<file path="src/rtl/bias_relu_quant.sv">
// bias_relu_quant
//   Post-accumulation stage for the 1D convolution. Each column element gets
//   the bias of the filter currently being produced, then ReLU, then an
//   arithmetic right shift by SHIFT with saturation to 0..127. The result
//   leaves over a valid/ready/last stream through a two-register pipeline.
//
// Ports
//   clk_i, rst_i            clock, synchronous active-high reset
//   data_i/valid_i/last_i   input beat (COLUMN_LEN signed BW_I-bit elements)
//   ready_o                 input beat accepted when valid_i & ready_o
//   bias_we_i/addr/data     bias register file write port
//   data_o/valid_o/last_o   output beat (COLUMN_LEN signed 8-bit elements)
//   ready_i                 downstream ready
//
// The bias is assumed no wider than the input element, so the BW_I+1 bit
// stage-1 sum cannot overflow.
module bias_relu_quant #(
   parameter int COLUMN_LEN  = 1,
   parameter int FRAME_LEN   = 50,
   parameter int NUM_FILTERS = 8,
   parameter int BW_I        = 18,
   parameter int BIAS_BW     = 16,
   parameter int SHIFT       = 8,
   localparam int AW = (NUM_FILTERS > 1) ? $clog2(NUM_FILTERS) : 1,
   localparam int PW = (FRAME_LEN > 1) ? $clog2(FRAME_LEN) : 1
) (
   input  logic                       clk_i,
   input  logic                       rst_i,
   input  logic [COLUMN_LEN*BW_I-1:0] data_i,
   input  logic                       valid_i,
   input  logic                       last_i,
   output logic                       ready_o,
   input  logic                       bias_we_i,
   input  logic [AW-1:0]              bias_addr_i,
   input  logic [BIAS_BW-1:0]         bias_data_i,
   output logic [COLUMN_LEN*8-1:0]    data_o,
   output logic                       valid_o,
   output logic                       last_o,
   input  logic                       ready_i
);

   localparam int S_W = BW_I + 1;

   function automatic logic signed [S_W-1:0] ext_data(input logic [BW_I-1:0] e);
      return {e[BW_I-1], e};
   endfunction

   function automatic logic signed [S_W-1:0] ext_bias(input logic [BIAS_BW-1:0] b);
      return {{(S_W-BIAS_BW){b[BIAS_BW-1]}}, b};
   endfunction

   // ReLU, then shift and clamp to the positive int8 range.
   function automatic logic [7:0] quant(input logic signed [S_W-1:0] s);
      logic [S_W-1:0] r;
      r = $unsigned(s >>> SHIFT);
      if (s[S_W-1])
         return 8'd0;
      else if (r > S_W'(127))
         return 8'd127;
      else
         return r[7:0];
   endfunction

   logic signed [BIAS_BW-1:0] bias [NUM_FILTERS];
   logic [PW-1:0]             pos_cnt;
   logic [AW-1:0]             filt_cnt;
   logic [BIAS_BW-1:0]        bias_sel;

   logic signed [S_W-1:0]     data_p1 [COLUMN_LEN];
   logic                      vld_p1;
   logic                      last_p1;
   logic [COLUMN_LEN*8-1:0]   data_p2;
   logic                      vld_p2;
   logic                      last_p2;

   logic load_p1;
   logic load_p2;
   logic accept;

   assign load_p2  = !vld_p2 || ready_i;
   assign load_p1  = !vld_p1 || load_p2;
   assign ready_o  = load_p1;
   assign accept   = valid_i && load_p1;
   // Combinational read: a write at this edge is seen only by later beats.
   assign bias_sel = bias[filt_cnt];

   assign data_o  = data_p2;
   assign valid_o = vld_p2;
   assign last_o  = last_p2;

   always_ff @(posedge clk_i) begin
      if (rst_i) begin
         for (int i = 0; i < NUM_FILTERS; i++) bias[i] <= '0;
      end else if (bias_we_i && ({1'b0, bias_addr_i} < (AW+1)'(NUM_FILTERS))) begin
         bias[bias_addr_i] <= bias_data_i;
      end
   end

   // last_i resynchronises both counters so short frames cannot skew the
   // filter index for the rest of the frame.
   always_ff @(posedge clk_i) begin
      if (rst_i) begin
         pos_cnt  <= '0;
         filt_cnt <= '0;
      end else if (accept) begin
         if (last_i) begin
            pos_cnt  <= '0;
            filt_cnt <= '0;
         end else if (pos_cnt == PW'(FRAME_LEN-1)) begin
            pos_cnt  <= '0;
            filt_cnt <= (filt_cnt == AW'(NUM_FILTERS-1)) ? '0 : filt_cnt + 1'b1;
         end else begin
            pos_cnt  <= pos_cnt + 1'b1;
         end
      end
   end

   // ---- stage 1: bias add ----
   always_ff @(posedge clk_i) begin
      if (rst_i) begin
         vld_p1  <= 1'b0;
         last_p1 <= 1'b0;
      end else if (load_p1) begin
         vld_p1  <= valid_i;
         last_p1 <= valid_i && last_i;
      end
   end

   always_ff @(posedge clk_i) begin
      if (load_p1) begin
         for (int k = 0; k < COLUMN_LEN; k++)
            data_p1[k] <= ext_data(data_i[k*BW_I +: BW_I]) + ext_bias(bias_sel);
      end
   end

   // ---- stage 2: ReLU + requantize ----
   always_ff @(posedge clk_i) begin
      if (rst_i) begin
         vld_p2  <= 1'b0;
         last_p2 <= 1'b0;
         data_p2 <= '0;
      end else if (load_p2) begin
         vld_p2  <= vld_p1;
         last_p2 <= vld_p1 && last_p1;
         for (int k = 0; k < COLUMN_LEN; k++)
            data_p2[k*8 +: 8] <= quant(data_p1[k]);
      end
   end

endmodule

</file>
<file path="config.mk">
export PLATFORM = sky130hd
export DESIGN_NAME = bias_relu_quant
export DESIGN_NICKNAME = d
export VERILOG_FILES = /design/src/rtl/bias_relu_quant.sv
export SDC_FILE = /design/constraint.sdc
export NUM_CORES = 1
export LEC_CHECK = 0
export BUFFER_PORTS_ARGS = -buffer_cell sky130_fd_sc_hd__buf_2
export CAP_MARGIN = 10
export CORE_MARGIN = 8
export CORE_UTILIZATION = 40
export DETAILED_ROUTE_END_ITERATION = 12
export SKIP_CTS_REPAIR_TIMING = 1
export SLEW_MARGIN = 10
export SYNTH_ARGS = -nofsm -noshare
export SYNTH_HDL_FRONTEND = slang
export SYNTH_SLANG_ARGS = --single-unit
</file>
<file path="constraint.sdc">
create_clock -name clk_i -period 7.8 [get_ports clk_i]
set_clock_uncertainty 0.2 [all_clocks]
set_input_delay 0.78 -clock clk_i [delete_from_list [all_inputs] [get_ports clk_i]]
set_output_delay 0.78 -clock clk_i [all_outputs]
set_load 0.05 [all_outputs]
</file>
==> results of run 1 <==
## cell families (layout without fill, tap and decap cells)
group / count (synthesis) / in the layout / share of synthesized area (%)
AOI/OAI and AO/OA: 52 / 52 / 5.01
xor gates and xnor gates: 15 / 15 / 1.68
adders and majority gates: 21 / 21 / 3.37
buffers and inverters: 35 / 99 / 1.88
DFF: 163 / 163 / 59.7
muxes: 51 / 51 / 11.6
and+or+nand+nor: 227 / 227 / 16.8
## flip-flops by register name, indices dropped and copies added (netlist names), named ones only
| name | count |
|---|---|
| bias | 128 |
| data_p1 | 11 |
| data_o | 8 |
| pos_cnt | 6 |
| filt_cnt | 3 |
| last_o | 1 |
| last_p1 | 1 |
| valid_o | 1 |
| vld_p1 | 1 |
## power by group through the flow
stage	combinational (mW)	clock, mW	sequential, mW
5_1_grt	0.263	0.843	1.05
2_1_floorplan	0.151	0	1.07
3_3_place_gp	0.237	0	1.06
4_1_cts	0.244	0.809	1.04
6_report	0.241	0.797	1.04
3_5_place_dp	0.243	0	1.06
## cells in the final DEF, fill, tap and decap left out, types with 4 or more instances in the layout
master / count
edfxtp_1: 139
and2_1: 133
o211ai_1: 4
nand2_1: 11
nor2_2: 4
buf_2: 53
nand4_1: 4
mux2_2: 15
ha_1: 21
mux2i_1: 6
clkinvlp_4: 6
a21o_1: 4
buf_4: 7
nor3_1: 11
nand3b_1: 4
nor2_1: 30
nand3_1: 6
clkbuf_16: 17
xor2_1: 6
a21oi_1: 19
or2_2: 8
dfxtp_1: 23
mux4_2: 30
nand2b_1: 4
inv_1: 7
xnor2_1: 9
## worst max path at each step
stage / end / slack (ps) / cells after the start
after global routing: data_p1[0][16] / 3670 / 10
after detailed placement: data_p1[0][16] / 3920 / 10
after floorplan: data_p1[0][16] / 4450 / 11
final: data_p1[0][16] / 3930 / 10
after CTS: data_p1[0][16] / 3900 / 10
after global placement: data_p1[0][16] / 3960 / 10
## worst max-delay path, delay by kind of cell (launching register included)
kind                     cells  cell delay, ps
AO/OA/AOI/OAI                4            1070
XOR/XNOR                     1             150
adder cells (fa/ha/maj)      1             330
buffers and inverters        1             540
flip-flops                   1             310
multiplexers                 2             860
AND/OR/NAND/NOR              1             140
## final cells by class
| type | instances | share of cell area, % |
|---|---|---|
| repair buffers | 60 | 3.57 |
| multi-input cells | 366 | 33.8 |
| clock inverters | 14 | 1.48 |
| inverters | 7 | 0.295 |
| clock buffers | 18 | 4.82 |
| well taps | 265 | 3.73 |
| flip-flops and latches | 163 | 52.3 |
## through the flow
step	total power, mW	cell area (um2)	worst slack [ps]	util, %	hold WS, ps
global placement	1.29	8340	3960	43.3	260
floorplan	1.22	7800	4450	-	256
finish	2.08	8900	3930	46.2	279
global route	2.15	8900	3670	46.2	325
detailed placement	1.30	8340	3920	43.3	269
CTS	2.09	8900	3900	46.2	285
## per-layer routing
layer	global-route usage [%]	vias up	routed length, um
li1	-	2186	-
met1	18.4	2335	7570
met2	27.2	96	9110
met3	3.60	25	892
met4	6.28	2	335
met5	0	-	13
==> metrics.log, run 1 <==
INFO  metric status = complete, no violations
INFO  metric finalWeightedCongestion = 0.872
INFO  metric clock_insertion_delay_at_the_later_pin_of_the_skew_report = approximately 430 ps
INFO  metric largest_net_degree_at_the_start_of_global_routing = 35
INFO  metric power.share.switching = 25.1%
INFO  metric nFillCells = 1,754
INFO  metric initial_antenna_violation_count = 1
INFO  metric net-switching-power = 0.522 mW
INFO  metric most_frequent_cell_after_synthesis = edfxtp_1
INFO  metric placed_cells_incl_taps = 861
INFO  metric drive_gt1_share = 25.3%
INFO  metric part_of_the_yosys_area_used_for_sequential_elements = between 50% and 60%
INFO  metric synth_area = 7800 um2
INFO  metric clk_pin_slew_worst_paths = 60 ps
INFO  metric timing.critical_path.to_type = flip-flop
INFO  metric finalCriticalPeriod = 3870 ps
INFO  metric power.leakage = 3.21 nW
INFO  metric core_area = 19,300 um2
INFO  metric setup_repair_after_global_routing_missed_its_margin = no
INFO  metric hold_path_startpoint = data_o[0]
INFO  metric hold_depth = 2
INFO  metric clock_power_share = a little under two fifths
INFO  metric setup-violations-final = 0
INFO  metric critPathMaxStageDelay = approximately 580 ps
INFO  metric drt_iter0_drc = 274
INFO  metric drt-vias-per-instance = 5.20
INFO  metric synth_top_flop_cell = edfxtp_1
INFO  metric first_pass_iters = 4
INFO  metric max_fanout_on_critical_path = 34
INFO  metric multi_input_comb_area = about 3000 um2
INFO  metric reg2reg_slack = 3930 ps
INFO  metric h-tree-depth = 4
INFO  metric max_buffers_root_to_sink = 2
INFO  metric routed_wl = 17,900 um
INFO  metric ys_top_cells_by_count = edfxtp_1 (139), and2_1 (133), nor2_1 (34)
INFO  metric synth.area.top_cells = edfxtp_1 (54%), and2_1 (11%), mux4_2 (8.7%), dfxtp_1 (6.2%), ha_1 (3.4%)
INFO  metric classification_of_the_worst_slack_hold_path = flip-flop to flip-flop
INFO  metric maxClockFrequency = 259 MHz
INFO  metric drv_slew = 0
INFO  metric detailed_place_hpwl = ~11,000 um
INFO  metric die_h = 156 um
INFO  metric synth.top_cell.area_share = 53.5%
INFO  metric crit_path_start_kind = flip-flop
INFO  metric ff2ff_path_depth = 10
INFO  metric cap_violations = 0
INFO  metric layout.cells.non_filler = just under 900
INFO  metric synthesis.nets = 628
INFO  metric worst_slew_margin_rel = 36.0%
INFO  metric globalRoute.totalOverflow = 0
INFO  metric number_of_global_route_vias_before_repair = 5,043
INFO  metric power_per_cell_area = 234 nW/um2
INFO  metric fin_tns_setup = 0 ps
INFO  metric rows = 51
INFO  metric synth-edff-count = 139
INFO  metric post-route-period-util = 49.6%
INFO  metric combPwrFrac = 11.6%
INFO  metric synthesized_area_per_cell = 13.8 um2
INFO  metric yosys_warnings = 0
INFO  metric groute.usage.overall = about 16%
INFO  metric timing.critical_path.required = around 8000 ps
INFO  metric yosys.cell_types.count = 49
INFO  metric floorplan.initialDensity = 40.5%
INFO  metric internal-power = 1.56 mW
INFO  metric critical_path.reg2reg.endpoint = data_p1[0][16]
INFO  metric area_growth_syn_to_layout = 14.1%
INFO  metric clock_tree_from_tritoncts = yes
INFO  metric ff_latch_area = 4660 um2
INFO  metric routed-via-count = 4,644
INFO  metric worstPathArrival = 3840 ps
INFO  metric finalHoldViolCount = 0
INFO  metric design.die.area = 24,200 um2
INFO  metric io_pins = between 50 and 60
INFO  metric routed_wirelength_normalized_by_instance_count = between 20 and 25 um
INFO  metric antenna_diode_instance_count = 0
INFO  metric netlist_instances = 564
INFO  metric critical-path-slowest-cell = mux4_2
INFO  metric postSynth.asyncResetShare = 0%
INFO  metric vdd.ir_drop.worst = 0.115 mV
INFO  metric remaining_design_rule_violation_count = 0
INFO  metric synth_largest_area_cell = edfxtp_1
INFO  metric final_net_count = 679
INFO  metric sinks_on_clock_net = between 150 and 200
INFO  metric power.sequential.fraction = 50.0%
INFO  metric critical_path.cell_chain = buf_4 -> mux4_2 -> mux2_2 -> ha_1 -> nand4_1 -> a211oi_1 -> a31oi_1 -> o21ai_0 -> a41oi_1 -> xnor2_1
INFO  metric hold-path-endpoint = data_o[0]
INFO  metric cts-root-buf = clkbuf_16
INFO  metric grt_pass1_wl = 28,300 um
INFO  metric ant_nets = 0
INFO  metric io_buffer_count = 53
INFO  metric die_w = 156 um
INFO  metric numCtsBuffers = 17
INFO  metric postSynthRegisterBits = roughly 160
INFO  metric critical_path_class = flip-flop to flip-flop
INFO  metric worst_max_slew_pin_slew = 958 ps
No activity file was read; power rests on OpenSTA's default activity.
==> inputs of run 2 (changes only) <==
--- a/config.mk
+++ b/config.mk
@@ -5,6 +5,7 @@
 export SDC_FILE = /design/constraint.sdc
 export NUM_CORES = 1
 export LEC_CHECK = 0
+export ABC_AREA = 1
 export BUFFER_PORTS_ARGS = -buffer_cell sky130_fd_sc_hd__buf_2
 export CAP_MARGIN = 10
 export CORE_MARGIN = 8
==> constraint.sdc (replaced) <==
create_clock -name clk_i -period 3.6 [get_ports clk_i]
set_clock_uncertainty 0.2 [all_clocks]
set_input_delay 0.36 -clock clk_i [delete_from_list [all_inputs] [get_ports clk_i]]
set_output_delay 0.36 -clock clk_i [all_outputs]
set_load 0.05 [all_outputs]
==> metrics.log, run 2 <==
INFO  metric maxClockFrequency = 311 MHz
INFO  metric routed_wirelength_normalized_by_instance_count = roughly 17 um
INFO  metric rows = 50
INFO  metric routed_wl = slightly below 20,000 um
INFO  metric registers.top_by_ff_count = bias
INFO  metric numCtsBuffers = 17
INFO  metric multi_input_comb_area = 2680 um2
INFO  metric largest_net_degree_at_the_start_of_global_routing = 65
INFO  metric critical-path-slowest-cell = dfxtp_2
INFO  metric setup-violations-final = 0
INFO  metric critical_path_class = flip-flop to flip-flop
INFO  metric finalHoldViolCount = 0
INFO  metric placed_area = 8290 um2
INFO  metric first_pass_iters = 8
INFO  metric most_frequent_cell_after_synthesis = nor2_1
INFO  metric synthesis.nets = 877
INFO  metric ff_latch_area = between 4000 and 5000 um2
INFO  metric synth_area = 7650 um2
INFO  metric vdd.ir_drop.worst = 0.346 mV
INFO  metric part_of_the_yosys_area_used_for_sequential_elements = 60.8%
INFO  metric remaining_design_rule_violation_count = 0
INFO  metric cell_family_with_the_largest_share_of_critical_path_delay = compound AO/OA/AOI/OAI gates
INFO  metric drt-vias-per-instance = between 5 and 6
INFO  metric ant_nets = 0
INFO  metric yosys_warnings = 0
INFO  metric final_cell_area = 8840 um2
INFO  metric critical_path.cell_chain = inv_2 -> buf_4 -> o21ai_0 -> o22ai_1 -> nor2_1 -> a31oi_1 -> ha_1 -> nand2_1 -> nor2_1 -> a211oi_1 -> o21ai_2 -> a21oi_2 -> inv_1 -> nand2_1 -> nand2_1 -> nand2_1 -> nand2_1
INFO  metric cap_violations = 0
INFO  metric ys_top_cells_by_count = nor2_1 (263), edfxtp_1 (139), nand2_1 (93)
INFO  metric max_buffers_root_to_sink = 2
INFO  metric drt_iter0_drc = 484
INFO  metric io_pins = 54
INFO  metric design.die.area = 23,800 um2
INFO  metric core_area = around 19,000 um2
INFO  metric number_of_global_route_vias_before_repair = 5,702
INFO  metric crit_path_start_kind = flip-flop
INFO  metric timing.critical_path.required = 3580 ps
INFO  metric grt_pass1_wl = between 30,000 and 40,000 um
INFO  metric timing.critical_path.to_type = flip-flop
INFO  metric floorplan.initialDensity = 40.8%
INFO  metric synthesized_area_per_cell = 9.41 um2
INFO  metric status = complete, no violations
INFO  metric die_h = roughly 150 um
INFO  metric clock_tree_from_tritoncts = yes
INFO  metric power_per_cell_area = about 520 nW/um2
INFO  metric power.leakage = about 3.6 nW
INFO  metric yosys.cell_types.count = 34
INFO  metric initial_antenna_violation_count = 0
INFO  metric sinks_on_clock_net = 163
INFO  metric post-route-period-util = 89.3%
INFO  metric critical-path-top-cell-by-count = nand2_1
INFO  metric groute.usage.overall = 16.8%
INFO  metric fin_tns_setup = 0 ps
INFO  metric postSynth.asyncResetShare = 0%
INFO  metric synth.area.top_cells = edfxtp_1 (55%), nor2_1 (13%), dfxtp_1 (6.3%), o21ai_0 (5.0%), nand2_1 (4.6%)
INFO  metric clk_pin_slew_worst_paths = 70 ps
INFO  metric area_growth_syn_to_layout = 15.6%
INFO  metric setup_repair_after_global_routing_missed_its_margin = no
INFO  metric synth.top_cell.area_share = 54.5%
INFO  metric max_fanout_on_critical_path = 24
INFO  metric largest_register_ff_count = 128
INFO  metric synth_top_flop_cell = edfxtp_1
INFO  metric die_w = 154 um
INFO  metric critPathMaxStageDelay = about 350 ps
INFO  metric netlist_instances = 813
INFO  metric synth_largest_area_cell = edfxtp_1
INFO  metric layout_commonest_cell = nor2_1
INFO  metric io_buffer_count = 53
INFO  metric total_power = 4.56 mW
INFO  metric globalRoute.totalOverflow = 0
INFO  metric cts-root-buf = clkbuf_16
INFO  metric layout.cells.most_common_list = nor2_1 (263), edfxtp_1 (139), nand2_1 (93)
INFO  metric classification_of_the_worst_slack_hold_path = input pin to flip-flop
INFO  metric drv_slew = 0
INFO  metric worstPathArrival = 3200 ps
INFO  metric detailed_place_hpwl = 13,200 um
INFO  metric drive_gt1_share = around an eighth
INFO  metric clock_insertion_delay_at_the_later_pin_of_the_skew_report = about 430 ps
INFO  metric antenna_diode_instance_count = 0
INFO  metric h-tree-depth = 4
INFO  metric final_net_count = 943
INFO  metric postSynthRegisterBits = about 160
INFO  metric routed-via-count = 5,840
INFO  metric finalCriticalPeriod = 3210 ps
INFO  metric synth-edff-count = between 100 and 150
INFO  metric worst_max_slew_pin_slew = 561 ps
INFO  metric crit_buf_inv = 3
INFO  metric finalWeightedCongestion = 0.855
INFO  metric nFillCells = 1,805
INFO  metric worst_slew_margin_rel = 62.5%
## run 2: logic make-up (layout without fill, tap and decap cells)
family / after synthesis / after routing / share of synthesized area (%)
compound gates: 149 / 149 / 10.6
xor+xnor: 6 / 6 / 0.687
fa+ha+maj: 21 / 21 / 3.43
buf+inv: 83 / 161 / 4.20
flops: 163 / 163 / 60.8
simple gates: 391 / 391 / 20.2
## run 2: per-layer routing
| metal | vias up | part of all wire (%) | routed length [um] | GRT usage [%] |
|---|---|---|---|---|
| li1 | 2899 | - | - | - |
| met1 | 2729 | 45 | 8740 | 22.3 |
| met2 | 196 | 47 | 8980 | 26.6 |
| met3 | 16 | 6.6 | 1270 | 3.98 |
| met4 | 0 | 1.4 | 272 | 5.18 |
| met5 | - | 0 | 0 | 0 |
## run 2: stage by stage
stage | hold WS [ps] | utilization [%] | worst slack (ps) | std cells
floorplan | 229 | - | 860 | 813
global placement | 241 | 44.1 | 384 | 1093
detailed placement | 230 | 44.1 | 382 | 1093
CTS | -13.0 | 47.1 | 358 | 1124
global route | 66.8 | 47.1 | 77.9 | 1125
finish | 64.9 | 47.1 | 386 | 1125
## run 2: layout make-up
cell class	instances	share of cell area, %
multi-input cells	567	30.3
clock inverters	14	1.37
flip-flops and latches	163	52.6
clock buffers	17	4.81
well taps	234	3.31
repair buffers	80	5.46
inverters	50	2.15
## run 2: worst paths after layout
check             from             end  slack [ps]  depth (start not counted)
max reg2reg  flip-flop  data_p1[0][17]         390                         17
min reg2reg  data_o[7]       data_o[7]         240                          2
max          flip-flop  data_p1[0][17]         390                         17
min            ready_i          last_o          60                          4
## run 2: tightest hold or removal path, cell delays in order
cell	delay (ps)
buf_2	100
nor2_4	70
nand2_1	60
a21oi_1	50
## run 2: where the power goes
part | internal [mW] | leakage, nW | switching (mW)
registers | 2.21 | 1.54 | 0.0448
clock network | 0.900 | 0.261 | 0.796
logic | 0.189 | 1.76 | 0.420
total | 3.30 | 3.56 | 1.26
==> inputs of run 3 (changes only) <==
--- a/config.mk
+++ b/config.mk
@@ -8,7 +8,6 @@
 export ABC_AREA = 1
 export BUFFER_PORTS_ARGS = -buffer_cell sky130_fd_sc_hd__buf_2
 export CAP_MARGIN = 10
-export CORE_MARGIN = 8
 export CORE_UTILIZATION = 40
 export DETAILED_ROUTE_END_ITERATION = 12
 export SKIP_CTS_REPAIR_TIMING = 1
==> metrics.log, run 3 (synthesized netlist as in run 2, its figures left out) <==
INFO  metric timing.critical_path.to_type = flip-flop
INFO  metric die_w = 140 um
INFO  metric internal-power = 3.31 mW
INFO  metric remaining_design_rule_violation_count = 0
INFO  metric initial_antenna_violation_count = 0
INFO  metric finalHoldViolCount = 0
INFO  metric critPathMaxStageDelay = 380 ps
INFO  metric fin_tns_setup = 0 ps
INFO  metric reg2reg_slack = ~330 ps
INFO  metric drt_iter0_drc = 400
INFO  metric placed_area = between 8000 and 9000 um2
INFO  metric routed_wirelength_normalized_by_instance_count = 16.4 um
INFO  metric net-switching-power = 1.29 mW
INFO  metric ff2ff_path_depth = 14
INFO  metric critical-path-slowest-cell = inv_2
INFO  metric timing.critical_path.required = approximately 3600 ps
INFO  metric critical_path_class = flip-flop to flip-flop
INFO  metric antenna_diode_instance_count = 0
INFO  metric io_buffer_count = 53
INFO  metric drive_gt1_share = 13.4%
INFO  metric finalWeightedCongestion = 0.833
INFO  metric largest_net_degree_at_the_start_of_global_routing = 65
INFO  metric placement.setup.worst_slack = 377 ps
INFO  metric ant_nets = 0
INFO  metric total_power = roughly 4.6 mW
INFO  metric layout.cells.most_common_list = nor2_1 (263), edfxtp_1 (139), nand2_1 (93)
INFO  metric nFillCells = 1,774
INFO  metric number_of_global_route_vias_before_repair = 5,515
INFO  metric routed-via-count = roughly 5,800
INFO  metric rows = 50
INFO  metric status = complete, no violations
INFO  metric ff_latch_area = roughly 4700 um2
INFO  metric setup_repair_after_global_routing_missed_its_margin = no
INFO  metric area_growth_syn_to_layout = 15.5%
INFO  metric maxClockFrequency = 306 MHz
INFO  metric final_cell_area = ~9000 um2
INFO  metric power.leakage = 3.55 nW
INFO  metric power.sequential.fraction = between 40% and 50%
INFO  metric hold_depth = 3
INFO  metric post-route-period-util = 90.8%
INFO  metric drt-vias-per-instance = 5.12
INFO  metric clock_power_share = a little under two fifths
INFO  metric floorplan.initialDensity = around two fifths
INFO  metric max_fanout_on_critical_path = 27
INFO  metric timing.final.ws_setup = about 330 ps
INFO  metric cap_violations = 0
INFO  metric vdd.ir_drop.worst = 0.364 mV
INFO  metric layout.cells.non_filler = 1,123
INFO  metric finalCriticalPeriod = 3270 ps
INFO  metric clock_tree_from_tritoncts = yes
INFO  metric placed_cells_incl_taps = 1,091
INFO  metric power_per_cell_area = 521 nW/um2
INFO  metric critical-path-top-cell-by-count = nor2_1
INFO  metric hold_path_startpoint = last_i
INFO  metric classification_of_the_worst_slack_hold_path = input pin to flip-flop
INFO  metric io_pins = 54
INFO  metric clock_insertion_delay_at_the_later_pin_of_the_skew_report = 440 ps
INFO  metric core_area = ~19,000 um2
INFO  metric finalHoldWorstSlack = 13.6 ps
INFO  metric largest_register_ff_count = 128
INFO  metric share_of_the_core_filled_with_cells_in_the_final_layout = 47.3%
INFO  metric sinks_on_clock_net = around 160
INFO  metric registers.top_by_ff_count = bias
INFO  metric drv_slew = 0
INFO  metric numCtsBuffers = 17
INFO  metric hold-path-endpoint = last_p1
INFO  metric first_pass_iters = 5
INFO  metric worst_max_slew_pin_slew = 625 ps
INFO  metric layout_commonest_cell = nor2_1
INFO  metric combPwrFrac = between 10% and 20%
INFO  metric multi_input_comb_area = 2680 um2
INFO  metric grt_pass1_wl = 29,300 um
INFO  metric worstPathArrival = ~3300 ps
INFO  metric worst_slew_margin_rel = 58.3%
INFO  metric die_h = 140 um
INFO  metric max_buffers_root_to_sink = 2
INFO  metric detailed_place_hpwl = ~13,000 um
INFO  metric critical_path.cell_chain = inv_2 -> o21ai_0 -> o22ai_1 -> nor2_1 -> a31oi_1 -> ha_1 -> a21oi_1 -> nor2_1 -> a211oi_1 -> o21ai_2 -> a21oi_2 -> nor2_1 -> o21bai_1 -> nand2_1
INFO  metric h-tree-depth = 4
INFO  metric clk_pin_slew_worst_paths = 70 ps
INFO  metric setup-violations-final = 0
INFO  metric cts-root-buf = clkbuf_16
INFO  metric crit_path_start_kind = flip-flop
INFO  metric critical_path.reg2reg.endpoint = data_p1[0][13]
INFO  metric design.die.area = between 15,000 and 20,000 um2
INFO  metric final_net_count = 940
INFO  metric groute.usage.overall = 19.9%
INFO  metric globalRoute.totalOverflow = 0
INFO  metric routed_wl = approximately 18,000 um
INFO  metric power.share.switching = 28.1%
run 3: cell count changes in the layout (fill, tap and decap cells not counted):
cell           delta
inv_4             -1
clkinv_8          +2
inv_8             -1
clkinv_4          -3
clkinvlp_2        -1
inv_6             +2
dlygate4sd3_1     -1
buf_4             -2
clkinv_2          +1
inv_2             +1
clkinvlp_4        +2
clkinv_1          -1
run 3: critical path, delay by kind of cell (launching register included):
kind / cells / cell delay (ps)
AND/OR/NAND/NOR: 4 / 290
flip-flops: 1 / 350
AO/OA/AOI/OAI: 8 / 1490
adder cells (fa/ha/maj): 1 / 300
buffers and inverters: 1 / 380
run 3: final cells by class:
| class | count | area share, % |
|---|---|---|
| clock inverters | 15 | 1.64 |
| multi-input cells | 567 | 30.3 |
| clock buffers | 17 | 4.81 |
| inverters | 50 | 2.12 |
| repair buffers | 77 | 5.18 |
| well taps | 234 | 3.31 |
| flip-flops and latches | 163 | 52.7 |
run 3: routing by layer:
metal / wire (um) / global-route usage, % / vias up
met3: 894 / 4.62 / 15
met1: 8690 / 26.7 / 2711
met4: 165 / 5.38 / 0
met5: 0 / 0 / -
met2: 8720 / 32.3 / 132
li1: - / - / 2894
run 3: power groups by stage:
stage | sequential, mW | combinational, mW | clock (mW)
detailed placement | 2.30 | 0.608 | 0
global placement | 2.29 | 0.604 | 0
CTS | 2.26 | 0.610 | 1.77
finish | 2.26 | 0.606 | 1.74
floorplan | 2.34 | 0.366 | 0
global route | 2.27 | 0.676 | 1.84
run 3: worst max-delay path by stage:
stage | slack [ps] | depth (start not counted) | to
after floorplan | 860 | 17 | data_p1[0][17]
after global placement | 430 | 13 | data_p1[0][13]
after detailed placement | 380 | 14 | data_p1[0][13]
after CTS | 360 | 16 | data_p1[0][17]
after global routing | 60 | 16 | data_p1[0][17]
final | 330 | 14 | data_p1[0][13]
